`config.mk`:
```
export PLATFORM = sky130hd
export DESIGN_NAME = mem_access_ctrl
export DESIGN_NICKNAME = d
export VERILOG_FILES = /design/src/rtl/mem_access_ctrl.sv
export SDC_FILE = /design/constraint.sdc
export NUM_CORES = 1
export LEC_CHECK = 0
export BUFFER_PORTS_ARGS = -buffer_cell sky130_fd_sc_hd__clkbuf_2
export CAP_MARGIN = 20
export CORE_UTILIZATION = 52
export CTS_CLUSTER_DIAMETER = 30
export DETAILED_ROUTE_END_ITERATION = 16
export GPL_ROUTABILITY_DRIVEN = 0
export PLACE_DENSITY = 0.77
export SLEW_MARGIN = 20
export SYNTH_ARGS = -nofsm -noshare
export SYNTH_HDL_FRONTEND = slang
export SYNTH_SLANG_ARGS = --single-unit
```
`constraint.sdc`:
```
create_clock -name clk_i -period 3 [get_ports clk_i]
set_input_delay 0.75 -clock clk_i [delete_from_list [all_inputs] [get_ports clk_i]]
set_output_delay 0.75 -clock clk_i [all_outputs]
set_load 0.005 [all_outputs]
```
`src/rtl/mem_access_ctrl.sv`:
```
// mem_access_ctrl: CPU load/store front end in front of a word-wide memory.
// Sub-word stores are done as read-modify-write; loads are lane-extracted
// and sign/zero-extended.
// Optional access-fault checking is enabled by defining MEM_ACCESS_FAULT_EN.
module mem_access_ctrl #(
  parameter logic [31:0] RAM_BASE  = 32'h1001_0000,
  parameter logic [31:0] ROM_BASE  = 32'h0040_0000,
  parameter logic [31:0] WIN_BYTES = 32'h0001_0000
) (
  input  logic        clk_i,
  input  logic        rst_n_i,
  input  logic        req_valid_i,
  output logic        req_ready_o,
  input  logic        req_we_i,
  input  logic [1:0]  req_size_i,
  input  logic        req_unsigned_i,
  input  logic [31:0] req_addr_i,
  input  logic [31:0] req_wdata_i,
  output logic        rsp_valid_o,
  input  logic        rsp_ready_i,
  output logic [31:0] rsp_rdata_o,
  output logic        rsp_err_o,
  output logic [31:0] mem_addr_o,
  output logic        mem_we_o,
  output logic [31:0] mem_wdata_o,
  input  logic [31:0] mem_rdata_i
);

  typedef enum logic [2:0] {IDLE, RD, WAIT, WR, RESP} state_t;

  // Windows must be power-of-two sized and aligned to their size.
  if (((WIN_BYTES & (WIN_BYTES - 32'd1)) != 32'd0) ||
      ((RAM_BASE & (WIN_BYTES - 32'd1)) != 32'd0) ||
      ((ROM_BASE & (WIN_BYTES - 32'd1)) != 32'd0)) begin : g_bad_cfg
    $error("mem_access_ctrl: windows must be power-of-two sized and aligned");
  end

  state_t      state_q, state_d;
  logic [1:0]  off_q;
  logic [1:0]  size_q;
  logic        uns_q;
  logic        we_q;
  logic [31:0] wdata_q;

  logic        accept;
  logic        fault;
  logic [1:0]  eff_size;
  logic [31:0] eff_addr;
  logic [4:0]  sh_amt;
  logic [31:0] rd_sh;
  logic [31:0] lane_mask;
  logic [31:0] merged;
  logic [31:0] load_ext;

  assign accept      = (state_q == IDLE) && req_valid_i;
  assign req_ready_o = (state_q == IDLE);
  assign rsp_valid_o = (state_q == RESP);
  assign mem_we_o    = (state_q == WR);

`ifdef MEM_ACCESS_FAULT_EN
  localparam logic [31:0] WIN_MASK = ~(WIN_BYTES - 32'd1);
  logic in_ram, in_rom, err_q;
  assign in_ram = (req_addr_i & WIN_MASK) == RAM_BASE;
  assign in_rom = (req_addr_i & WIN_MASK) == ROM_BASE;
  assign fault  = (req_size_i == 2'b11)
               || ((req_size_i == 2'b01) && req_addr_i[0])
               || ((req_size_i == 2'b10) && (req_addr_i[1:0] != 2'b00))
               || !(in_ram || in_rom)
               || (req_we_i && in_rom);
  assign rsp_err_o = err_q;

  // Fault flag latched per request, held through RESP.
  always_ff @(posedge clk_i) begin
    if (!rst_n_i)    err_q <= 1'b0;
    else if (accept) err_q <= fault;
  end
`else
  assign fault     = 1'b0;
  assign rsp_err_o = 1'b0;
`endif

  // Size 11 behaves as a word; low address bits are masked to the size.
  // Faulting requests never reach memory, so masking is harmless there.
  always_comb begin
    eff_size = (req_size_i == 2'b11) ? 2'b10 : req_size_i;
    eff_addr = req_addr_i;
    case (eff_size)
      2'b01:   eff_addr = {req_addr_i[31:1], 1'b0};
      2'b10:   eff_addr = {req_addr_i[31:2], 2'b00};
      default: eff_addr = req_addr_i;
    endcase
  end

  // Lane extraction for loads and lane merge for read-modify-write stores.
  always_comb begin
    sh_amt    = {off_q, 3'b000};
    rd_sh     = mem_rdata_i >> sh_amt;
    lane_mask = '1;
    case (size_q)
      2'b00:   lane_mask = 32'h0000_00FF << sh_amt;
      2'b01:   lane_mask = 32'h0000_FFFF << sh_amt;
      default: lane_mask = '1;
    endcase
    merged   = (mem_rdata_i & ~lane_mask) | ((wdata_q << sh_amt) & lane_mask);
    load_ext = rd_sh;
    case (size_q)
      2'b00:   load_ext = uns_q ? {24'h0, rd_sh[7:0]}  : {{24{rd_sh[7]}},  rd_sh[7:0]};
      2'b01:   load_ext = uns_q ? {16'h0, rd_sh[15:0]} : {{16{rd_sh[15]}}, rd_sh[15:0]};
      default: load_ext = rd_sh;
    endcase
  end

  // State register.
  always_ff @(posedge clk_i) begin
    if (!rst_n_i) state_q <= IDLE;
    else          state_q <= state_d;
  end

  // Next-state logic.
  always_comb begin
    state_d = state_q;
    case (state_q)
      IDLE: if (req_valid_i) begin
        if (fault)                              state_d = RESP;
        else if (req_we_i && eff_size == 2'b10) state_d = WR;
        else                                    state_d = RD;
      end
      RD:      state_d = WAIT;
      WAIT:    state_d = we_q ? WR : RESP;
      WR:      state_d = RESP;
      RESP:    if (rsp_ready_i) state_d = IDLE;
      default: state_d = IDLE;
    endcase
  end

  // Request capture and memory/response data registers.
  always_ff @(posedge clk_i) begin
    if (!rst_n_i) begin
      off_q       <= '0;
      size_q      <= '0;
      uns_q       <= 1'b0;
      we_q        <= 1'b0;
      wdata_q     <= '0;
      mem_addr_o  <= '0;
      mem_wdata_o <= '0;
      rsp_rdata_o <= '0;
    end else begin
      case (state_q)
        IDLE: if (req_valid_i) begin
          off_q       <= eff_addr[1:0];
          size_q      <= eff_size;
          uns_q       <= req_unsigned_i;
          we_q        <= req_we_i;
          wdata_q     <= req_wdata_i;
          rsp_rdata_o <= '0;
          if (!fault) begin
            mem_addr_o <= {eff_addr[31:2], 2'b00};
            if (req_we_i && eff_size == 2'b10) mem_wdata_o <= req_wdata_i;
          end
        end
        WAIT: begin
          if (we_q) mem_wdata_o <= merged;
          else      rsp_rdata_o <= load_ext;
        end
        default: ;
      endcase
    end
  end

endmodule
```
Word level (Yosys, flattened, before mapping)
Index checks and enable logic that the tools add are counted.
{"block": "op_classes", "eq_ne": 13, "bitwise": 4, "reduce_logical": 8, "shift": 4, "mux": 18}
{"cell": "32-bit case mux with 2 select lines", "count": 4}
{"cell": "32-bit 2-to-1 mux", "count": 7}
{"cell": "32-bit AND", "count": 2}
{"cell": "32-bit inverter", "count": 1}
{"cell": "32-bit OR", "count": 1}
{"cell": "16-bit by 5-bit << shifter with 32-bit output, first input constant", "count": 1}
{"cell": "32-bit by 5-bit << shifter with 32-bit output", "count": 1}
{"cell": "8-bit by 5-bit << shifter with 32-bit output, first input constant", "count": 1}
{"cell": "32-bit by 5-bit >> shifter with 32-bit output", "count": 1}
{"cell": "3-bit case mux with 5 select lines", "count": 1}
{"cell": "3-bit 2-to-1 mux", "count": 3}
{"cell": "3-bit by 2-bit equality test with 1-bit output, second input constant", "count": 2}
{"cell": "2-bit inequality test, second input constant", "count": 3}
{"cell": "2-bit by 1-bit equality test with 1-bit output, second input constant", "count": 2}
{"cell": "2-bit equality test, second input constant", "count": 2}
{"cell": "2-bit 2-to-1 mux", "count": 2}
{"cell": "2-bit by 1-bit inequality test with 1-bit output, second input constant", "count": 2}
{"cell": "2-bit case mux with 2 select lines", "count": 1}
{"cell": "2-bit AND reduction", "count": 2}
{"cell": "4-bit AND reduction", "count": 1}
{"cell": "3-bit by 1-bit equality test with 1-bit output, second input constant", "count": 1}
{"cell": "3-bit equality test, second input constant", "count": 1}
{"cell": "3-bit zero test", "count": 1}
{"cell": "3-bit AND reduction", "count": 1}
{"cell": "3 further kinds", "count": 3}
{"block": "totals", "ff_bits": 135, "in_bits": 104, "elab_cells": 56}

Depth between registers and ports, before layout
Gate-level depths: netlist of run 1.
{"block": "depth", "depth_word": 7, "depth_mapped": 8, "ltp_nobuf": 4}

Worst setup path before layout of run 1
OpenSTA, ideal clock, no wires.
{"block": "synth_timing", "path_kind": "input-to-reg", "from": "input req_valid_i", "to": "register mem_wdata_o[24]", "stages": 8, "slack_ns": 0.694, "arrival_ns": 2.181, "required_ns": 2.875, "n_path_buf": 4, "path_cell_list": "buf_2 or4b_4 buf_6 o22a_4 buf_6 clkbuf_1 nand3_1 o31ai_1"}
{"block": "synth_between", "elab_chain_cells": 2}
{"element": "start, declared", "line": "12", "source": "input logic req_valid_i,"}
{"element": "2-bit inequality test (no line)"}
{"element": "4-bit AND reduction (no line)"}
{"element": "end signal, assigned", "line": "158", "source": "if (req_we_i && eff_size == 2'b10) mem_wdata_o <= req_wdata_i;"}
{"element": "end signal, assigned", "line": "162", "source": "if (we_q) mem_wdata_o <= merged;"}
{"element": "end, declared", "line": "25", "source": "output logic [31:0] mem_wdata_o,"}
Every way passes these cells.
A chain may end at the register's enable or synchronous reset.

Worst setup path after layout of run 1
{"block": "layout_timing", "from": "register state_q[0]", "to": "output req_ready_o"}
{"block": "layout_between", "elab_chain_cells": 1}
{"element": "start, declared", "line": "38", "source": "state_t state_q, state_d;"}
{"element": "start signal, assigned", "line": "116", "source": "else state_q <= state_d;"}
{"element": "3-bit zero test", "line": "56", "source": "assign req_ready_o = (state_q == IDLE);"}
{"element": "end, declared", "line": "13", "source": "output logic req_ready_o,"}
Every way passes these cells.

==> results.txt, run 1 <==
The flow ran to the end, and the final reports show no timing, DRC or antenna violations. The worst setup path is captured at an output port. Detailed routing inserted a total of 6794 vias. The number of enable flip-flop cells after synthesis is 0. The worst-case register-to-register setup slack came out at 0.78 ns.

The first detailed-routing pass took 5 iterations. The total length of routed met2 wires is 9450 µm. The slew at the pin closest to its max-slew limit came out at 0.860 ns. The post-route setup TNS is 0 ns. The placeable core region came out at 12200 µm². Relative to the synthesized area, the layout overhead comes to 24.7%.

The number of instances in the synthesized netlist is 790. The post-synthesis average cell area is 8.39 µm². The number of standard-cell rows in the floorplan came out at 40. In the detailed route, the total length drawn on met3 is 2200 µm. For this run, the register share of the synthesized area comes to 40.8%. The synthesized netlist devotes 17.8% of its cell area to simple gates. The mapped netlist covers 6630 µm². The starting DRC count in detailed routing came out at 896. The number of maximum-capacitance constraint violations came out at 0.

The delay contributed by the slowest stage of the critical path is 0.46 ns. In this run, post-CTS hold repair placed 0 buffers. Ranked by total cell area, the synthesized netlist is headed by sky130_fd_sc_hd__dfxtp_1 (41%), sky130_fd_sc_hd__nand2_1 (8.6%), sky130_fd_sc_hd__a21oi_1 (7.2%). The clock-pin transition on the worst setup and hold timing paths is 0.06 ns. Summing the areas of all fa, ha and maj instances in the mapped netlist gives 0% of the synthesized area. The power density over the cells came out at 592 nW/µm². The cell at the root of the clock tree is sky130_fd_sc_hd__clkbuf_16. The biggest area contributor in the post-synthesis netlist is sky130_fd_sc_hd__dfxtp_1. The number of cells upsized or downsized after cts came out at 0.

Between clock sinks in the finished design, the worst skew comes to 0.00995 ns. By startpoint and endpoint, the worst setup path is classified as reg2out. The synthesis-stage register bit count came out at 135. The die outline width came out at 115 µm. For this run, asynchronously set or reset flops after synthesis account for 0%. The tree built by TritonCTS fans out to 135 sinks.

The net count reported at finish is 1055. Measured along the y axis, the die boundary spans 115 µm. The number of buffers inserted by post-CTS setup repair came out at 0. Traced cell by cell, the critical path runs through or2_2 > nor2_1 > clkbuf_2. Setup repair after global routing left no endpoint under its margin. The detailed-route wire length came out at 21100 µm. The starting density of the core came out at 54.3%.

The mux cell area share after synthesis came out at 10.6%. The setup slack of the critical path after layout is 0.702 ns. The total inserted antenna cells is 0. The number of buffers between clock root and the deepest sink is 2. The startpoint identified for the worst register-to-register timing path is off_q[0]$_SDFFE_PN0P_. The top layer used by detailed routing is met4.

Tracing the worst setup path back leads to its startpoint at state_q[0]$_SDFFE_PN0P_. For this design, the slowest cell found on the critical path is sky130_fd_sc_hd__or2_2. In the routed design, unresolved DRC markers number 0. The routed wirelength normalized by instance count is 18.6 µm.

The number of CTS-inserted buffers is 17. The min-delay analysis places its worst path in the category reg2reg. The maximum clock frequency is 435 MHz. Cells with a size suffix above 1 make up 30.1% of the layout. The destination of the worst register-to-register timing path is mem_wdata_o[30]$_SDFFE_PN0P_.

The via-per-instance ratio is 6.00. The parity-gate share of the synthesized area counting xor and xnor cells is 0%. Buffers placed on the I/O ports in this run total 200.

The required time reported for the critical path endpoint is 2.25 ns. The highest ir drop seen on vdd came out at 389 µV. The post-route met1 wirelength is 8990 µm. In the synthesized netlist the dominant register cell turns out to be sky130_fd_sc_hd__dfxtp_1. The critical path arrival came out at 1.55 ns. The final design utilization came out at 67.7%. The count of antenna-violating nets left after detailed routing came out at 0. The pre-CTS setup slack came out at 0.448 ns. The share of the synthesized area in the top cell type is 40.8%. The overall overflow remaining after global route is 0. Summing the areas of all compound-gate instances in the mapped netlist gives 24.9% of the synthesized area. In this run the worst path has a maximum fanout of 10. The number of global-route vias before repair is 6110. The worst setup path is launched from a register. In the layout the commonest cells are sky130_fd_sc_hd__clkbuf_2 (200), sky130_fd_sc_hd__nand2_1 (152), sky130_fd_sc_hd__dfxtp_1 (133). The clock network latency to the later pin of the worst-skew pair is 0.42 ns. After synthesis, the largest family of logic cells by area is compound AO/OA/AOI/OAI gates. The final period demand of the worst path came out at 2.30 ns. The number of top-level pins is 204. The leakage power is 0.00340 µW. The final period utilization came out at 76.6%. The worst slew slack as a fraction of its limit came out at 42.7%.

The first global-routing pass estimated 32500 µm of wire. Measured in cells, the most critical reg-to-reg path has a length of 5. The total setup violations reported at the end of the flow came out at 0. The total count of hold-check failures in the final report is 0. The final count of pins violating max slew came to 0. During synthesis, Yosys emitted a total of 0 warnings. The H-tree depth is 4. The pin count of the biggest net entering global routing is 76. The HPWL after detailed placement is 14900 µm. Following the worst setup path forward leads to its endpoint at req_ready_o. The die outline area came out at 13200 µm². The global router's overall resource usage came out at 32.3%. Leaving out fill and tap cells, the most frequent cell in the layout is sky130_fd_sc_hd__clkbuf_2. The initial antenna violation count is 0. TritonCTS built the clock tree. The unique cell type count in the Yosys netlist came out at 53.
-- synthesized netlist by cell type (2+ instances only) --
library cell and instances:
sky130_fd_sc_hd__mux2_2 9, sky130_fd_sc_hd__nand2b_1 6, sky130_fd_sc_hd__o21a_1 10, sky130_fd_sc_hd__nor2b_1 2
sky130_fd_sc_hd__a211oi_1 9, sky130_fd_sc_hd__a21o_1 9, sky130_fd_sc_hd__o21ai_0 32, sky130_fd_sc_hd__o221ai_1 7
sky130_fd_sc_hd__o2bb2ai_1 7, sky130_fd_sc_hd__buf_4 3, sky130_fd_sc_hd__nor2_1 35, sky130_fd_sc_hd__mux4_2 16
sky130_fd_sc_hd__mux2i_1 24, sky130_fd_sc_hd__o211ai_1 8, sky130_fd_sc_hd__o32ai_1 7, sky130_fd_sc_hd__or2_2 3
sky130_fd_sc_hd__inv_1 9, sky130_fd_sc_hd__a21oi_1 95, sky130_fd_sc_hd__nor3_1 10, sky130_fd_sc_hd__buf_6 3
sky130_fd_sc_hd__a22oi_1 24, sky130_fd_sc_hd__nor3b_1 5, sky130_fd_sc_hd__clkbuf_1 51, sky130_fd_sc_hd__nand3_1 35
sky130_fd_sc_hd__buf_2 18, sky130_fd_sc_hd__a311o_1 8, sky130_fd_sc_hd__dfxtp_1 135, sky130_fd_sc_hd__nand2_1 152
sky130_fd_sc_hd__o311a_1 9, sky130_fd_sc_hd__buf_1 4, sky130_fd_sc_hd__a31oi_1 8, sky130_fd_sc_hd__o31ai_1 10
sky130_fd_sc_hd__and3_1 7
-- power breakdown --
group	internal (µW)	switching (µW)	leakage, µW
combinational	316	479	0.00202
sequential	1910	98.3	0.00110
clock	1250	838	0.000277
-- layer usage --
metal	up-vias	GRT usage (%)
met5	-	0
met4	0	12.1
met3	41	9.01
met2	399	48.7
met1	3169	44.0
li1	3185	-
-- final cells by class --
| class | count | area (µm²) |
|---|---|---|
| Sequential cell | 135 | 2710 |
| Fill cell | 1069 | 3950 |
| Clock buffer | 19 | 443 |
| Tap cell | 168 | 210 |
| Clock inverter | 13 | 148 |
| Timing Repair Buffer | 219 | 1170 |
| Inverter | 10 | 37.5 |
| Multi-Input combinational cell | 568 | 3550 |
-- worst max-delay path, delay by kind of cell, from the launching register on --
kind                   cells  cell delay (ns)
AND/OR/NAND/NOR            2             0.57
buffers and inverters      1             0.13
flip-flops                 1             0.43
-- registers in the layout (all words and copies together), names as in the netlist --
signal,count
state_q,3
we_q,1
size_q,2
rsp_rdata_o,32
uns_q,1
off_q,2
mem_wdata_o,32
wdata_q,32
mem_addr_o,30
-- through the flow --
| stage | power [µW] | instance area, µm² | hold slack (ns) | std cells |
|---|---|---|---|---|
| 2_1_floorplan | 2500 | 6630 | 0.433 | 792 |
| 3_3_place_gp | 2810 | 7670 | 0.441 | 1100 |
| 3_5_place_dp | 2820 | 7670 | 0.447 | 1100 |
| 4_1_cts | 4890 | 8270 | 0.456 | 1132 |
| 5_1_grt | 5080 | 8270 | 0.472 | 1132 |
| 6_report | 4900 | 8270 | 0.452 | 1132 |
-- kinds of logic (layout without fill, tap and decap cells) --
kind of cell	Yosys count	count (layout)
multiplexers	49	49
AO/OA/AOI/OAI	251	251
flip-flops	135	135
AND/OR/NAND/NOR	265	265
buffers and inverters	89	261
other	1	3
-- worst min path at each step --
stage,from,endpoint,slack (ns),cells after the start
floorplan,wdata_q[24]$_SDFFE_PN0P_,wdata_q[24]$_SDFFE_PN0P_,0.43,2
global placement,mem_addr_o[13]$_SDFFE_PN0P_,mem_addr_o[13]$_SDFFE_PN0P_,0.44,2
detailed placement,mem_addr_o[27]$_SDFFE_PN0P_,mem_addr_o[27]$_SDFFE_PN0P_,0.45,2
CTS,mem_addr_o[27]$_SDFFE_PN0P_,mem_addr_o[27]$_SDFFE_PN0P_,0.46,2
global route,mem_addr_o[6]$_SDFFE_PN0P_,mem_addr_o[6]$_SDFFE_PN0P_,0.47,2
finish,mem_addr_o[30]$_SDFFE_PN0P_,mem_addr_o[30]$_SDFFE_PN0P_,0.45,2
Note: power is estimated with default switching activity, not from simulation.
==> inputs of run 2 (changes only) <==
==> constraint.sdc (replaced) <==
create_clock -name clk_i -period 2.41 [get_ports clk_i]
set_input_delay 0.6025 -clock clk_i [delete_from_list [all_inputs] [get_ports clk_i]]
set_output_delay 0.6025 -clock clk_i [all_outputs]
set_load 0.005 [all_outputs]
==> run 2 against run 1 <==
  * Final area up 1.8%
  * Highest routed layer unchanged
  * Worst hold slack worse by 0.049 ns
  * Final cell count rose by 0.71%
  * Global-route usage up 0.19 points
  * Clock-buffer cell count grew 6
==> results.txt, run 2 (synthesized netlist as in run 1, its figures left out) <==
The CTS tree is done. The total inserted antenna cells came out at 0. Walking the worst path, the cells encountered are or2_2 > nor2_1 > clkbuf_2. The startpoint-to-endpoint class of the critical path is reg2out.

Measured against its own limit, the worst slew margin works out to 59.2%. The die is 115 µm tall. The slew at the pin closest to its max-slew limit came out at 0.611 ns. The critical register-to-register path startpoint is state_q[0]$_SDFFE_PN0P_. The clock drives 135 sinks.

The tree is rooted in a sky130_fd_sc_hd__clkbuf_16. Measured along the x axis, the die boundary spans 115 µm. The final count of pins violating max slew came to 0. The count of antenna-violating nets left after detailed routing came out at 0. The ratio of cells with drive above 1 in the final layout is 30.5%.

Dividing the final minimum period by the clock period gives 89.3%. Together, buffers and inverters on the worst path number 1. The routed wirelength normalized by instance count is 18.8 µm. In this run the standard cell core region covers 12200 µm². The post-detailed-placement cell area is 7750 µm². The worst clock skew on the final layout came out at 0.00522 ns.

In this run the most critical hold path is launched from req_addr_i[24]. The post-route setup TNS is 0 ns. The pin count of the biggest net entering global routing came out at 71. The largest driver fanout on the critical path is 10.

The largest registers in the layout are mem_wdata_o: 32 flops, rsp_rdata_o: 32 flops, wdata_q: 32 flops. The net count reported at finish is 1063. In this run, CTS created clock tree buffers numbering 17.

Among all stages on the critical path, the largest delay is contributed by sky130_fd_sc_hd__or2_2. Global routing consumed, over all layers together, 32.5% of the routing resources. The number of vias after detailed routing came out at 6863. At the worst endpoint, the arrival time is 1.55 ns. Summed over all layers, the routed wires come to 21400 µm. The clock network latency to the later pin of the worst-skew pair came out at 0.42 ns. The area added between synthesis and finish is 27.0%. Setup repair after global routing left no endpoint under its margin.

The starting DRC count in detailed routing came out at 902. The number of maximum-capacitance constraint violations is 0. The total setup violations reported at the end of the flow came out at 0. After detailed routing, the number of vias per cell comes to 6.02. The number of buffers inserted by post-CTS setup repair came out at 0. The highest ir drop seen on vdd came out at 408 µV. In this run the deepest clock path goes through 2 buffers. The number of gates resized after CTS was 0. The total count of hold-check failures in the final report came out at 0. The final routed DRC violation total is 0. The number of global-route vias before repair came to 6174. The HPWL after detailed placement is 15100 µm. The power density over the cells came out at 764 nW/µm². The final period demand of the worst path is 2.15 ns. Once layout is done, the placed cells without fillers occupy 8420 µm². The initial antenna violation count came to 0. The first-pass iteration count of the detailed router came out at 5. The starting density of the core came out at 54.3%. The kind of capture point of the worst setup path is an output port. The clock-pin transition on the worst setup and hold timing paths is 0.06 ns. The required time reported for the critical path endpoint is 1.81 ns.

The commonest non-fill, non-tap cell in the layout is sky130_fd_sc_hd__clkbuf_2. Leaving out fill and tap cells, the most frequent cells in the layout are sky130_fd_sc_hd__clkbuf_2 (200), sky130_fd_sc_hd__nand2_1 (152), sky130_fd_sc_hd__dfxtp_1 (133). The quantity of hold-fixing buffers added after cts is 0.

The floorplan step defined a die boundary enclosing 13200 µm². The flow ran to the end, and the final reports show no timing, DRC or antenna violations. The H-tree depth came out at 4. The most critical setup path has its startpoint at state_q[0]$_SDFFE_PN0P_.

The delay contributed by the slowest stage of the critical path is 0.45 ns. The tightest min-delay check is of the in2reg type. Broken down by cell family, the worst path's largest delay share belongs to simple AND/OR/NAND/NOR gates.

The number of top-level pins is 204. The number of standard-cell rows in the floorplan came out at 40. The number of buffer cells added on primary ports is 200.

The global-route wire length before repair came out at 32600 µm. For this design the static power due to leakage is 0.00349 µW. The overall overflow remaining after global route is 0. The maximum clock frequency came out at 464 MHz. STA classifies the critical path startpoint as a register.
==> run 2: cell types whose count changed in the layout (fill, tap and decap cells not counted), sizes merged <==
cell      previous run  this run
buf                 19        27
clkinvlp             4         1
clkinv               5         2
clkbuf             219       225
inv                 12         9
bufinv               2         5
==> run 2: worst paths after layout <==
check | to | slack (ns) | cells after the start
worst min-delay path | mem_addr_o[24]$_SDFFE_PN0P_ | 0.40 | 3
worst max register to register | rsp_rdata_o[23]$_SDFFE_PN0P_ | 0.43 | 4
worst max-delay path | req_ready_o | 0.26 | 3
worst min register to register | mem_addr_o[30]$_SDFFE_PN0P_ | 0.45 | 2
==> run 2: per-stage QoR <==
step,util (%),hold slack [ns],cells,total power (µW),worst slack (ns)
5_1_grt,68.9,0.391,1140,6660,0.210
3_3_place_gp,63.4,0.441,1108,3520,0.362
3_5_place_dp,63.4,0.446,1108,3530,0.322
6_report,68.9,0.402,1140,6430,0.257
2_1_floorplan,-,0.433,792,3120,0.251
4_1_cts,68.9,0.390,1140,6430,0.267
==> run 2: cell type report <==
| type | instances | area (µm²) |
|---|---|---|
| fillers | 1039 | 3800 |
| multi-input cells | 568 | 3550 |
| flip-flops and latches | 135 | 2710 |
| repair buffers | 227 | 1240 |
| clock buffers | 25 | 505 |
| well taps | 168 | 210 |
| clock inverters | 7 | 163 |
| inverters | 10 | 37.5 |
==> run 2: per-layer routing <==
| metal | global-route usage [%] | vias to the layer above | share of wire, % |
|---|---|---|---|
| li1 | - | 3192 | - |
| met1 | 42.8 | 3168 | 39 |
| met2 | 50.6 | 450 | 46 |
| met3 | 9.86 | 53 | 12 |
| met4 | 11.2 | 0 | 2.5 |
| met5 | 0 | - | 0 |
==> run 2: report_power, final <==
part / switching [µW] / internal (µW)
combinational: 612 / 406
sequential: 116 / 2380
clock: 942 / 1970
==> run 2: worst register-to-register path, delay by kind of cell, from the launching register on <==
family | cells | cell delay (ns)
flip-flops | 1 | 0.40
AND/OR/NAND/NOR | 2 | 1.19
AO/OA/AOI/OAI | 2 | 0.31
